[src/rtl/outgoing_request_buffer_qos_pkg.sv]
// Shared constants and helpers for the outgoing AR request buffer with QoS issue.
// The entry struct lives in the top module because its field widths follow
// that module's parameters.
package ar_buf_pkg;

  localparam int MODE_FIFO = 0;
  localparam int MODE_QOS  = 1;

  // Index width for an array of n entries, never narrower than one bit.
  function automatic int clog2_min1(input int n);
    return (n <= 2) ? 1 : $clog2(n);
  endfunction

endpackage

[src/rtl/outgoing_request_buffer_qos_if.sv]
// AXI AR channel bundle: valid/ready handshake plus the request payload.
interface ar_if #(
  parameter int ID_WIDTH    = 4,
  parameter int ADDR_WIDTH  = 32,
  parameter int LEN_WIDTH   = 8,
  parameter int SIZE_WIDTH  = 3,
  parameter int BURST_WIDTH = 2,
  parameter int QOS_WIDTH   = 4
) ();

  logic                   valid;
  logic                   ready;
  logic [ID_WIDTH-1:0]    id;
  logic [ADDR_WIDTH-1:0]  addr;
  logic [LEN_WIDTH-1:0]   len;
  logic [SIZE_WIDTH-1:0]  size;
  logic [BURST_WIDTH-1:0] burst;
  logic [QOS_WIDTH-1:0]   qos;

  modport sender (
    output valid, id, addr, len, size, burst, qos,
    input  ready
  );

  modport receiver (
    input  valid, id, addr, len, size, burst, qos,
    output ready
  );

endinterface

[src/rtl/outgoing_request_buffer_qos_select.sv]
// Combinational issue selector: same-ID eligibility filter followed by a
// max-QoS search with ties resolved toward the oldest (lowest) index.
module ar_qos_select
  import ar_buf_pkg::*;
#(
  parameter int DEPTH     = 8,
  parameter int ID_WIDTH  = 4,
  parameter int QOS_WIDTH = 4,
  parameter int MODE      = MODE_QOS,
  localparam int CNT_W    = $clog2(DEPTH + 1),
  localparam int IDX_W    = clog2_min1(DEPTH)
) (
  input  logic [DEPTH-1:0][ID_WIDTH-1:0]  ids,
  input  logic [DEPTH-1:0][QOS_WIDTH-1:0] qos,
  input  logic [CNT_W-1:0]                count,
  input  logic                            force_head,
  output logic [IDX_W-1:0]                sel,
  output logic                            starve_force
);

  logic [DEPTH-1:0]     eligible;
  logic [IDX_W-1:0]     best_idx;
  logic [QOS_WIDTH-1:0] best_qos;
  logic                 found;

  // An entry may issue only if it is valid and no older entry shares its ID.
  always_comb begin
    eligible = '0;
    for (int i = 0; i < DEPTH; i++) begin
      eligible[i] = (i < int'(count));
      for (int j = 0; j < i; j++) begin
        if (ids[j] == ids[i]) begin
          eligible[i] = 1'b0;
        end
      end
    end
  end

  // Scan oldest to youngest; a strictly greater QoS is needed to displace the
  // current pick, so ties stay with the older entry. FIFO mode or a starved
  // head collapses the choice to index 0.
  always_comb begin
    best_idx = '0;
    best_qos = '0;
    found    = 1'b0;
    if (MODE == MODE_QOS && !force_head) begin
      for (int i = 0; i < DEPTH; i++) begin
        if (eligible[i] && (!found || qos[i] > best_qos)) begin
          found    = 1'b1;
          best_qos = qos[i];
          best_idx = IDX_W'(i);
        end
      end
    end
  end

  assign sel          = best_idx;
  assign starve_force = (MODE == MODE_QOS) && force_head && (count != '0);

endmodule

[src/rtl/outgoing_request_buffer_qos.sv]
// Outgoing AR request buffer: age-ordered compacting queue that issues in
// order or by QoS, keeps same-ID requests in order, bounds head starvation and
// holds the presented request stable until the slave accepts it.
module outgoing_request_buffer_qos
  import ar_buf_pkg::*;
#(
  parameter int ID_WIDTH     = 4,
  parameter int ADDR_WIDTH   = 32,
  parameter int LEN_WIDTH    = 8,
  parameter int SIZE_WIDTH   = 3,
  parameter int BURST_WIDTH  = 2,
  parameter int QOS_WIDTH    = 4,
  parameter int DEPTH        = 8,
  parameter int MODE         = MODE_QOS,
  parameter int STARVE_LIMIT = 4,
  parameter int AFULL_THRESH = 6,
  localparam int CNT_W       = $clog2(DEPTH + 1)
) (
  input  logic             clk,
  input  logic             rst,
  ar_if.receiver           ar_in,
  ar_if.sender             ar_out,
  output logic [CNT_W-1:0] occupancy,
  output logic             almost_full,
  output logic             starve_force
);

  localparam int IDX_W  = clog2_min1(DEPTH);
  localparam int SKIP_W = $clog2(STARVE_LIMIT + 1);
  localparam logic [SKIP_W-1:0] SKIP_MAX  = SKIP_W'(STARVE_LIMIT);
  localparam logic [CNT_W-1:0]  CNT_FULL  = CNT_W'(DEPTH);
  localparam logic [CNT_W-1:0]  CNT_AFULL = CNT_W'(AFULL_THRESH);

  typedef struct packed {
    logic [ID_WIDTH-1:0]    id;
    logic [ADDR_WIDTH-1:0]  addr;
    logic [LEN_WIDTH-1:0]   len;
    logic [SIZE_WIDTH-1:0]  size;
    logic [BURST_WIDTH-1:0] burst;
    logic [QOS_WIDTH-1:0]   qos;
  } ar_entry_t;

  ar_entry_t q      [DEPTH];
  ar_entry_t q_next [DEPTH];
  ar_entry_t in_entry;
  ar_entry_t out_entry;

  logic [CNT_W-1:0]  count_q, count_next;
  logic [SKIP_W-1:0] skip_q, skip_next;
  logic              lock_q;
  logic [IDX_W-1:0]  sel_q;
  logic              afull_q;

  logic [DEPTH-1:0][ID_WIDTH-1:0]  ids_v;
  logic [DEPTH-1:0][QOS_WIDTH-1:0] qos_v;
  logic [IDX_W-1:0] sel_comb, sel, wr_idx;
  logic in_ready, out_valid, push, pop, force_head;

  assign in_ready   = (count_q != CNT_FULL);
  assign out_valid  = (count_q != '0);
  assign push       = ar_in.valid & in_ready;
  assign pop        = out_valid & ar_out.ready;
  assign force_head = (skip_q == SKIP_MAX);

  assign in_entry = '{id:    ar_in.id,
                      addr:  ar_in.addr,
                      len:   ar_in.len,
                      size:  ar_in.size,
                      burst: ar_in.burst,
                      qos:   ar_in.qos};

  // Expose IDs and QoS values as flat vectors for the selector.
  always_comb begin
    ids_v = '0;
    qos_v = '0;
    for (int i = 0; i < DEPTH; i++) begin
      ids_v[i] = q[i].id;
      qos_v[i] = q[i].qos;
    end
  end

  ar_qos_select #(
    .DEPTH     (DEPTH),
    .ID_WIDTH  (ID_WIDTH),
    .QOS_WIDTH (QOS_WIDTH),
    .MODE      (MODE)
  ) u_select (
    .ids          (ids_v),
    .qos          (qos_v),
    .count        (count_q),
    .force_head   (force_head),
    .sel          (sel_comb),
    .starve_force (starve_force)
  );

  // A request that was presented but not accepted keeps its index; existing
  // entries never move until a pop, so the locked index stays correct.
  assign sel       = lock_q ? sel_q : sel_comb;
  assign out_entry = out_valid ? q[sel] : '0;

  assign ar_in.ready  = in_ready;
  assign ar_out.valid = out_valid;
  assign ar_out.id    = out_entry.id;
  assign ar_out.addr  = out_entry.addr;
  assign ar_out.len   = out_entry.len;
  assign ar_out.size  = out_entry.size;
  assign ar_out.burst = out_entry.burst;
  assign ar_out.qos   = out_entry.qos;

  assign occupancy   = count_q;
  assign almost_full = afull_q;

  // Compact over the popped slot, then append the new request at the tail.
  always_comb begin
    q_next = q;
    wr_idx = IDX_W'(pop ? (count_q - CNT_W'(1)) : count_q);
    if (pop) begin
      for (int i = 0; i < DEPTH - 1; i++) begin
        if (i >= int'(sel)) begin
          q_next[i] = q[i + 1];
        end
      end
    end
    if (push) begin
      q_next[wr_idx] = in_entry;
    end
  end

  // Occupancy and starvation-counter next state.
  always_comb begin
    count_next = count_q;
    if (push && !pop) begin
      count_next = count_q + CNT_W'(1);
    end else if (pop && !push) begin
      count_next = count_q - CNT_W'(1);
    end
    skip_next = skip_q;
    if (pop) begin
      if (sel != '0) begin
        skip_next = (skip_q == SKIP_MAX) ? SKIP_MAX : skip_q + SKIP_W'(1);
      end else begin
        skip_next = '0;
      end
    end
    if (count_next == '0) begin
      skip_next = '0;
    end
  end

  // Entry storage needs no reset: every read is masked by count_q.
  always_ff @(posedge clk) begin
    q <= q_next;
  end

  // Control state: count, starvation counter, presentation lock, status.
  always_ff @(posedge clk or posedge rst) begin
    if (rst) begin
      count_q <= '0;
      skip_q  <= '0;
      lock_q  <= 1'b0;
      sel_q   <= '0;
      afull_q <= 1'b0;
    end else begin
      count_q <= count_next;
      skip_q  <= skip_next;
      afull_q <= (count_next >= CNT_AFULL);
      if (pop) begin
        lock_q <= 1'b0;
      end else if (out_valid && !ar_out.ready) begin
        lock_q <= 1'b1;
        sel_q  <= sel;
      end
    end
  end

endmodule

[src/flat_wrapper.sv]
// flat-port wrapper written by rule: the top's interface ports become plain ports
module outgoing_request_buffer_qos_flat import ar_buf_pkg::*;
#(
  parameter int ID_WIDTH     = 4,
  parameter int ADDR_WIDTH   = 32,
  parameter int LEN_WIDTH    = 8,
  parameter int SIZE_WIDTH   = 3,
  parameter int BURST_WIDTH  = 2,
  parameter int QOS_WIDTH    = 4,
  parameter int DEPTH        = 8,
  parameter int MODE         = MODE_QOS,
  parameter int STARVE_LIMIT = 4,
  parameter int AFULL_THRESH = 6,
  localparam int CNT_W       = $clog2(DEPTH + 1)
)
  (clk, rst, occupancy, almost_full, starve_force, ar_in_valid, ar_in_id, ar_in_addr, ar_in_len, ar_in_size, ar_in_burst, ar_in_qos, ar_in_ready, ar_out_valid, ar_out_id, ar_out_addr, ar_out_len, ar_out_size, ar_out_burst, ar_out_qos, ar_out_ready);
  ar_if #(.ID_WIDTH(ID_WIDTH), .ADDR_WIDTH(ADDR_WIDTH), .LEN_WIDTH(LEN_WIDTH), .SIZE_WIDTH(SIZE_WIDTH), .BURST_WIDTH(BURST_WIDTH), .QOS_WIDTH(QOS_WIDTH)) ar_in_i ();
  ar_if #(.ID_WIDTH(ID_WIDTH), .ADDR_WIDTH(ADDR_WIDTH), .LEN_WIDTH(LEN_WIDTH), .SIZE_WIDTH(SIZE_WIDTH), .BURST_WIDTH(BURST_WIDTH), .QOS_WIDTH(QOS_WIDTH)) ar_out_i ();
  input  logic clk;
  input  logic rst;
  output logic [CNT_W-1:0] occupancy;
  output logic almost_full;
  output logic starve_force;
  input wire logic [$bits(ar_in_i.valid)-1:0] ar_in_valid;
  input wire logic [$bits(ar_in_i.id)-1:0] ar_in_id;
  input wire logic [$bits(ar_in_i.addr)-1:0] ar_in_addr;
  input wire logic [$bits(ar_in_i.len)-1:0] ar_in_len;
  input wire logic [$bits(ar_in_i.size)-1:0] ar_in_size;
  input wire logic [$bits(ar_in_i.burst)-1:0] ar_in_burst;
  input wire logic [$bits(ar_in_i.qos)-1:0] ar_in_qos;
  output wire logic [$bits(ar_in_i.ready)-1:0] ar_in_ready;
  output wire logic [$bits(ar_out_i.valid)-1:0] ar_out_valid;
  output wire logic [$bits(ar_out_i.id)-1:0] ar_out_id;
  output wire logic [$bits(ar_out_i.addr)-1:0] ar_out_addr;
  output wire logic [$bits(ar_out_i.len)-1:0] ar_out_len;
  output wire logic [$bits(ar_out_i.size)-1:0] ar_out_size;
  output wire logic [$bits(ar_out_i.burst)-1:0] ar_out_burst;
  output wire logic [$bits(ar_out_i.qos)-1:0] ar_out_qos;
  input wire logic [$bits(ar_out_i.ready)-1:0] ar_out_ready;
  assign ar_in_i.valid = ar_in_valid;
  assign ar_in_i.id = ar_in_id;
  assign ar_in_i.addr = ar_in_addr;
  assign ar_in_i.len = ar_in_len;
  assign ar_in_i.size = ar_in_size;
  assign ar_in_i.burst = ar_in_burst;
  assign ar_in_i.qos = ar_in_qos;
  assign ar_in_ready = ar_in_i.ready;
  assign ar_out_valid = ar_out_i.valid;
  assign ar_out_id = ar_out_i.id;
  assign ar_out_addr = ar_out_i.addr;
  assign ar_out_len = ar_out_i.len;
  assign ar_out_size = ar_out_i.size;
  assign ar_out_burst = ar_out_i.burst;
  assign ar_out_qos = ar_out_i.qos;
  assign ar_out_i.ready = ar_out_ready;
  outgoing_request_buffer_qos #(.ID_WIDTH(ID_WIDTH), .ADDR_WIDTH(ADDR_WIDTH), .LEN_WIDTH(LEN_WIDTH), .SIZE_WIDTH(SIZE_WIDTH), .BURST_WIDTH(BURST_WIDTH), .QOS_WIDTH(QOS_WIDTH), .DEPTH(DEPTH), .MODE(MODE), .STARVE_LIMIT(STARVE_LIMIT), .AFULL_THRESH(AFULL_THRESH)) u_core (.clk(clk), .rst(rst), .ar_in(ar_in_i), .ar_out(ar_out_i), .occupancy(occupancy), .almost_full(almost_full), .starve_force(starve_force));
endmodule
[config.mk]
export PLATFORM = sky130hd
export DESIGN_NAME = outgoing_request_buffer_qos_flat
export DESIGN_NICKNAME = d
export VERILOG_FILES = /design/src/rtl/outgoing_request_buffer_qos_pkg.sv /design/src/rtl/outgoing_request_buffer_qos_if.sv /design/src/rtl/outgoing_request_buffer_qos_select.sv /design/src/rtl/outgoing_request_buffer_qos.sv /design/src/flat_wrapper.sv
export SDC_FILE = /design/constraint.sdc
export NUM_CORES = 1
export LEC_CHECK = 0
export ABC_AREA = 1
export ABC_CLOCK_PERIOD_IN_PS = 10400
export BUFFER_PORTS_ARGS = -buffer_cell sky130_fd_sc_hd__buf_2
export CAP_MARGIN = 20
export CELL_PAD_IN_SITES_DETAIL_PLACEMENT = 0
export CELL_PAD_IN_SITES_GLOBAL_PLACEMENT = 2
export CORE_MARGIN = 2
export CORE_UTILIZATION = 35
export CTS_CLUSTER_DIAMETER = 50
export DETAILED_ROUTE_END_ITERATION = 12
export PLACE_DENSITY_LB_ADDON = 0.1
export SLEW_MARGIN = 20
export SYNTH_ARGS = -nofsm -noshare
export SYNTH_HDL_FRONTEND = slang
export SYNTH_SLANG_ARGS = --single-unit
export TNS_END_PERCENT = 50
[constraint.sdc]
create_clock -name clk -period 10.4 [get_ports clk]
set_clock_uncertainty 0.2 [all_clocks]
set_input_delay 0.52 -clock clk [delete_from_list [all_inputs] [get_ports clk]]
set_output_delay 0.52 -clock clk [all_outputs]
set_load 0.01 [all_outputs]
==> results of run 1 <==
[cells by family (layout without fill, tap and decap cells)]
logic type	count (synthesis)	after routing	synth area share, %
adder cells (fa/ha/maj)	34	34	1.657
other	0	1	0
multiplexers	2	2	0.07798
flip-flops	436	436	36.30
XOR/XNOR	105	105	3.582
buffers and inverters	800	1017	12.70
AO/OA/AOI/OAI	749	749	16.46
AND/OR/NAND/NOR	1804	1810	29.23
[Yosys cell counts (2+ instances only)]
master	count
a31oi_1	33
buf_2	131
a22oi_1	8
buf_4	21
dfxtp_1	371
clkbuf_1	122
inv_1	498
xnor2_1	94
ha_1	34
o21ai_1	70
o21ai_0	335
a21boi_0	5
nor2_4	2
o22ai_1	5
mux2i_1	2
nand3_1	482
buf_6	2
nor2_1	342
buf_1	10
inv_2	15
edfxtp_1	53
nand4_1	24
o211ai_1	122
dfrtp_1	12
a21boi_1	30
xor2_1	11
nor3_1	4
a21oi_1	138
nand2_2	10
nand2_1	935
or2_2	2
[area by class of cell]
| type | count | area (um^2) | share of cell area [%] |
|---|---|---|---|
| tap | 959 | 1200 | 3.623 |
| sequential | 436 | 9319 | 28.14 |
| timing repair buffer | 366 | 3665 | 11.07 |
| inverter | 514 | 1943 | 5.867 |
| antenna | 1 | 2.502 | 0.007556 |
| clock buffer | 93 | 2026 | 6.117 |
| clock inverter | 44 | 614.3 | 1.855 |
| multi-input combinational | 2700 | 14350 | 43.33 |
[per-stage QoR]
| step | util [%] | setup TNS [ps] | instance area, um^2 | std cells | hold WS [ps] |
|---|---|---|---|---|---|
| 2_1_floorplan | - | 0 | 25670 | 3930 | 184.7 |
| 3_3_place_gp | 38.02 | -9297 | 27690 | 4850 | 261.1 |
| 3_5_place_dp | 38.02 | -25860 | 27690 | 4850 | 276.3 |
| 4_1_cts | 42.74 | 0 | 31130 | 5047 | 2.561 |
| 5_1_grt | 45.47 | -17870 | 33120 | 5113 | 15.20 |
| 6_report | 45.47 | 0 | 33120 | 5113 | 19.04 |
[routing by layer]
metal  part of all wire [%]  routed length [um]  global-route usage, %
met4                    1.8                1935                  5.832
met1                     48               51100                  38.23
met5                  0.017                  18                      0
met2                     45               48340                  44.06
met3                    5.7                6081                  3.203
[worst max path at each step]
stage          slack (ps)  cells past startpoint               to
5_1_grt              -390                     67  ar_out_addr[16]
2_1_floorplan        1000                     68   ar_out_addr[0]
6_report              280                     70  ar_out_addr[16]
3_5_place_dp         -380                     65    ar_out_qos[0]
4_1_cts                 6                     70    ar_out_qos[0]
3_3_place_gp         -270                     67    ar_out_qos[0]
[what timing repair did]
item,4_1_cts,5_1_grt
pin swaps,18,98
buffers inserted,8,51
hold endpoints to repair,71,0
gates cloned,8,19
setup endpoints to repair,201,417
hold buffers,44,0
resized for setup,58,262
==> run_results.csv, run 1 <==
group,metric,value,unit
synthesis,synth_area_leaders,"dfxtp_1, nand2_1, nand3_1",
timing,maxSlewViolCount,0,
cts,path_clk_slew,50,ps
synthesis,synthCells,3930,
finish,drive_gt1_share,16.18,%
drt,vias_per_cell,5.279,
critical_path,cp-startpoint,"u_core.occupancy[1]$_DFF_PP0_",
floorplan,io_pins,118,
synthesis,yosysTopAreaCell,"dfxtp_1",
synthesis,synthFlopType,"dfxtp_1",
synthesis,syn_area,25670,um^2
cts,clock-sinks,436,
synthesis,yosysWarnings,0,
critical_path,path_buf_inv,8,
critical_path,crit_type,"reg2out",
placement,globalplace.congestion,0.8750,
timing,worst_slew_pin_slew,1171,ps
floorplan,die_area,75530,um^2
grt,grtUsageTotal,27.01,%
floorplan,row_count,99,
cts,cts_tree,"built",
grt,grt_overflow,0,
drt,drt_iter0_drc,2518,
cts,cts_root_buf,"clkbuf_16",
critical_path,arrival,9400,ps
timing,finalCritPeriodShare,97.27,%
critical_path,critPathRequiredTime,9680,ps
floorplan,start_util,35.25,%
critical_path,endpoint_kind,"output pin",
finish,final_cell_mix,"nand2_1, inv_1, nand3_1",
timing,hold_viol_final,0,
critical_path,rr_startpoint,"u_core.occupancy[1]$_DFF_PP0_",
critical_path,path_max_fanout,8,
finish,final_common_cell,"nand2_1",
cts,cts.htree.levels,3,
critical_path,startpoint_type,"flip-flop",
critical_path,worst_r2r_path_depth,71,
timing,period_minus_slack,10120,ps
critical_path,cp_slowest_cell,"dfrtp_1",
drt,wl,107500,um
placement,pre_cts_ws,-383.4,ps
run_status,outcome,"complete, no violations",
critical_path,cpLargestDelayFamily,"simple AND/OR/NAND/NOR gates",
cts,cts_buffers,74,
synthesis,async_flop_share,2.752,%
min_path,min_path_cells,1,
placement,hpwl,61290,um
synthesis,yosysSeqAreaShare,36.30,%
finish,nFillCells,7471,
placement,numPortBuffers,117,
min_path,hp-start,"ar_in_addr[28]",
critical_path,reg2reg_to,"u_core.ids_v[10]$_DFF_P_",
drt,drc,0,
drt,ant_nets,0,
timing,grt_setup_unrepaired,"true",
critical_path,cpPeakStageDelay,360,ps
critical_path,reg2reg_slack,590,ps
floorplan,die_w,274.8,um
grt,grt_max_degree,78,
synthesis,synth_edf_count,53,
synthesis,synth_cell_types,38,
timing,setup_violations,0,
synthesis,postSynthAreaPerCell,6.533,um^2
job,drv_cap,0,
timing,timing.final.ws_setup,283.4,ps
cts,worstSkewPairLatency,610,ps
drt,drtPass1Iterations,8,
min_path,hp-class,"in2reg",
synthesis,syn_nets,4021,
finish,fin_nets,4183,
timing,slew_headroom,21.91,%
drt,wl_per_cell,21.02,um
grt,grt_antenna_before_repair,4,
grt,grt_pass1_wl,156200,um
synthesis,synth-seq-cells,436,
floorplan,coreArea,72830,um^2
finish,syn_to_final_growth,29.00,%
floorplan,fp.dieH,274.8,um
cts,cts_buffer_depth,3,
drt,num_vias,26990,
grt,grt_pass1_vias,25020,
timing,max_freq,0.09885,GHz
critical_path,cp_common_cell,"o21ai_1",
synthesis,synth_top_area_share,28.93,%
Power of run 1 is left out: the tool's default activity adds up to more than one toggle a clock period on the data nets, which glitch-free logic cannot reach.
==> run 2, diff against run 1 <==
--- a/config.mk
+++ b/config.mk
@@ -9,10 +9,10 @@
 export ABC_CLOCK_PERIOD_IN_PS = 10400
 export BUFFER_PORTS_ARGS = -buffer_cell sky130_fd_sc_hd__buf_2
 export CAP_MARGIN = 20
-export CELL_PAD_IN_SITES_DETAIL_PLACEMENT = 0
-export CELL_PAD_IN_SITES_GLOBAL_PLACEMENT = 2
+export CELL_PAD_IN_SITES_DETAIL_PLACEMENT = 1
+export CELL_PAD_IN_SITES_GLOBAL_PLACEMENT = 1
 export CORE_MARGIN = 2
-export CORE_UTILIZATION = 35
+export CORE_UTILIZATION = 40
 export CTS_CLUSTER_DIAMETER = 50
 export DETAILED_ROUTE_END_ITERATION = 12
 export PLACE_DENSITY_LB_ADDON = 0.1
==> run 2 against run 1 <==
  * Final cell count down 3.9%
  * Global-route usage up 3.6 points
  * Critical path depth unchanged
  * Die area down 12%
  * Core utilization up 4.7 points
  * Fmax down 3.3%
  * Critical endpoint is now ar_out_addr[15]
  * The flow now finishes with violations (setup timing)
  * Count of clock-buffer cells in the layout up 5
  * Critical path type unchanged
  * Non-clock buffer count down 69
  * Sequential share of layout area up 1.2 points
  * Final area down 4.2%
  * Routed wire length down 1.5%
  * Via count up 0.40%
==> run_results.csv, run 2 (synthesized netlist as in run 1, its figures left out) <==
group,metric,value,unit
run_status,outcome,"finished, violations left",
run_status,violations,"setup timing",
cts,clock-sinks,436,
timing,slew_headroom,29.64,%
critical_path,cp_slowest_cell,"dfrtp_1",
drt,num_vias,27100,
drt,wl,105900,um
drt,drt_iter0_drc,1846,
critical_path,path_max_fanout,8,
timing,timing.final.ws_setup,-58.09,ps
drt,ant_nets,0,
grt,grt_antenna_before_repair,0,
drt,drtPass1Iterations,5,
finish,multi_input_area,14110,um^2
critical_path,startpoint_type,"flip-flop",
timing,period_minus_slack,10460,ps
timing,hold_viol_final,0,
cts,cts.htree.levels,3,
timing,setup_tns,-697.6,ps
placement,numPortBuffers,117,
timing,grt_setup_unrepaired,"true",
placement,hpwl,61100,um
min_path,min_path_cells,1,
timing,maxSlewViolCount,0,
grt,grt_pass1_wl,159100,um
placement,globalplace.congestion,0.8311,
drt,vias_per_cell,5.512,
timing,setup_violations,27,
cts,cts_root_buf,"clkbuf_16",
critical_path,rr_startpoint,"u_core.occupancy[0]$_DFF_PP0_",
cts,cts_buffer_depth,3,
finish,final_cell_mix,"nand2_1, inv_1, nand3_1",
critical_path,path_depth,70,
critical_path,reg2reg_to,"u_core.q[214]$_DFF_P_",
floorplan,coreArea,63310,um^2
cts,cts_tree,"built",
timing,worst_slew_pin_slew,1055,ps
critical_path,arrival,9740,ps
critical_path,cp-startpoint,"u_core.occupancy[0]$_DFF_PP0_",
min_path,hp-class,"in2reg",
timing,max_freq,0.09562,GHz
finish,syn_to_final_growth,23.63,%
critical_path,crit_type,"reg2out",
critical_path,cpPeakStageDelay,380,ps
floorplan,row_count,92,
min_path,hp-start,"ar_in_addr[21]",
floorplan,io_pins,118,
job,drv_cap,0,
finish,final_common_cell,"nand2_1",
drt,wl_per_cell,21.54,um
critical_path,cp_common_cell,"o21ai_1",
finish,regArea,9319,um^2
finish,fin_nets,4106,
critical_path,reg2reg_slack,320,ps
finish,nFillCells,8169,
floorplan,start_util,40.55,%
floorplan,fp.dieH,257.3,um
critical_path,path_buf_inv,7,
floorplan,die_area,66230,um^2
timing,hold_ws,21.73,ps
drt,drc,0,
cts,cts_buffers,67,
critical_path,cpLargestDelayFamily,"simple AND/OR/NAND/NOR gates",
grt,grt_overflow,0,
grt,grt_max_degree,76,
cts,worstSkewPairLatency,610,ps
grt,grt_pass1_vias,27030,
timing,finalCritPeriodShare,100.6,%
critical_path,endpoint_kind,"output pin",
grt,grtUsageTotal,30.66,%
finish,drive_gt1_share,14.40,%
cts,path_clk_slew,60,ps
critical_path,worst_r2r_path_depth,72,
critical_path,critPathRequiredTime,9680,ps
finish,n_antenna_cell,0,
floorplan,die_w,257.3,um
[run 2: cell types whose count changed in the layout (fill, tap and decap cells not counted), sizes merged, moves of 2 or more]
cell	previous run	this run
inv	518	520
clkinv	25	11
clkinvlp	3	0
buf	308	256
bufinv	12	9
dlygate4sd3	44	31
[run 2: routing by layer]
metal / vias up / track usage (%) / wire [um]
met5: - / 0 / 0
met4: 0 / 9.843 / 2756
met3: 185 / 4.344 / 4824
met2: 644 / 51.52 / 50000
met1: 13410 / 40.49 / 48290
li1: 12860 / - / -
[run 2: worst max-delay path by stage]
stage,end,slack (ps)
4_1_cts,ar_out_len[7],0.9
3_3_place_gp,ar_out_addr[11],80
6_report,ar_out_addr[15],-60
3_5_place_dp,ar_out_addr[15],-320
5_1_grt,ar_out_addr[7],-760
2_1_floorplan,ar_out_addr[0],1000
[run 2: per-stage QoR]
step / std cells / instance area (um^2) / utilization [%] / worst slack, ps
global placement: 4714 / 27400 / 43.27 / 84.23
floorplan: 3930 / 25670 / - / 1002
detailed placement: 4715 / 27420 / 43.31 / -320.9
finish: 4916 / 31740 / 50.13 / -58.09
global route: 4916 / 31740 / 50.13 / -764.5
CTS: 4895 / 30650 / 48.41 / 0.9468
[run 2: what timing repair did]
item	4_1_cts	5_1_grt
buffers inserted	16	16
setup endpoints to repair	366	407
gates cloned	9	9
hold buffers	31	0
hold endpoints to repair	46	0
resized for setup	69	200
pin swaps	29	83
[run 2: cell type report]
class                      instances  share of cell area (%)
clock inverter                    26                   1.344
multi-input combinational       2699                   44.46
timing repair buffer             297                   9.027
inverter                         514                   6.138
sequential                       436                   29.36
clock buffer                      98                   6.331
tap                              846                   3.335
[run 2: worst reg2reg max path, delay by kind of cell, from the launching register on]
kind | cells | cell delay (ps)
DFF | 1 | 380
buffers and inverters | 9 | 1290
AOI/OAI and AO/OA | 27 | 2770
adders and majority gates | 8 | 2280
and+or+nand+nor | 28 | 3050
Power of run 2 is left out for the same reason.
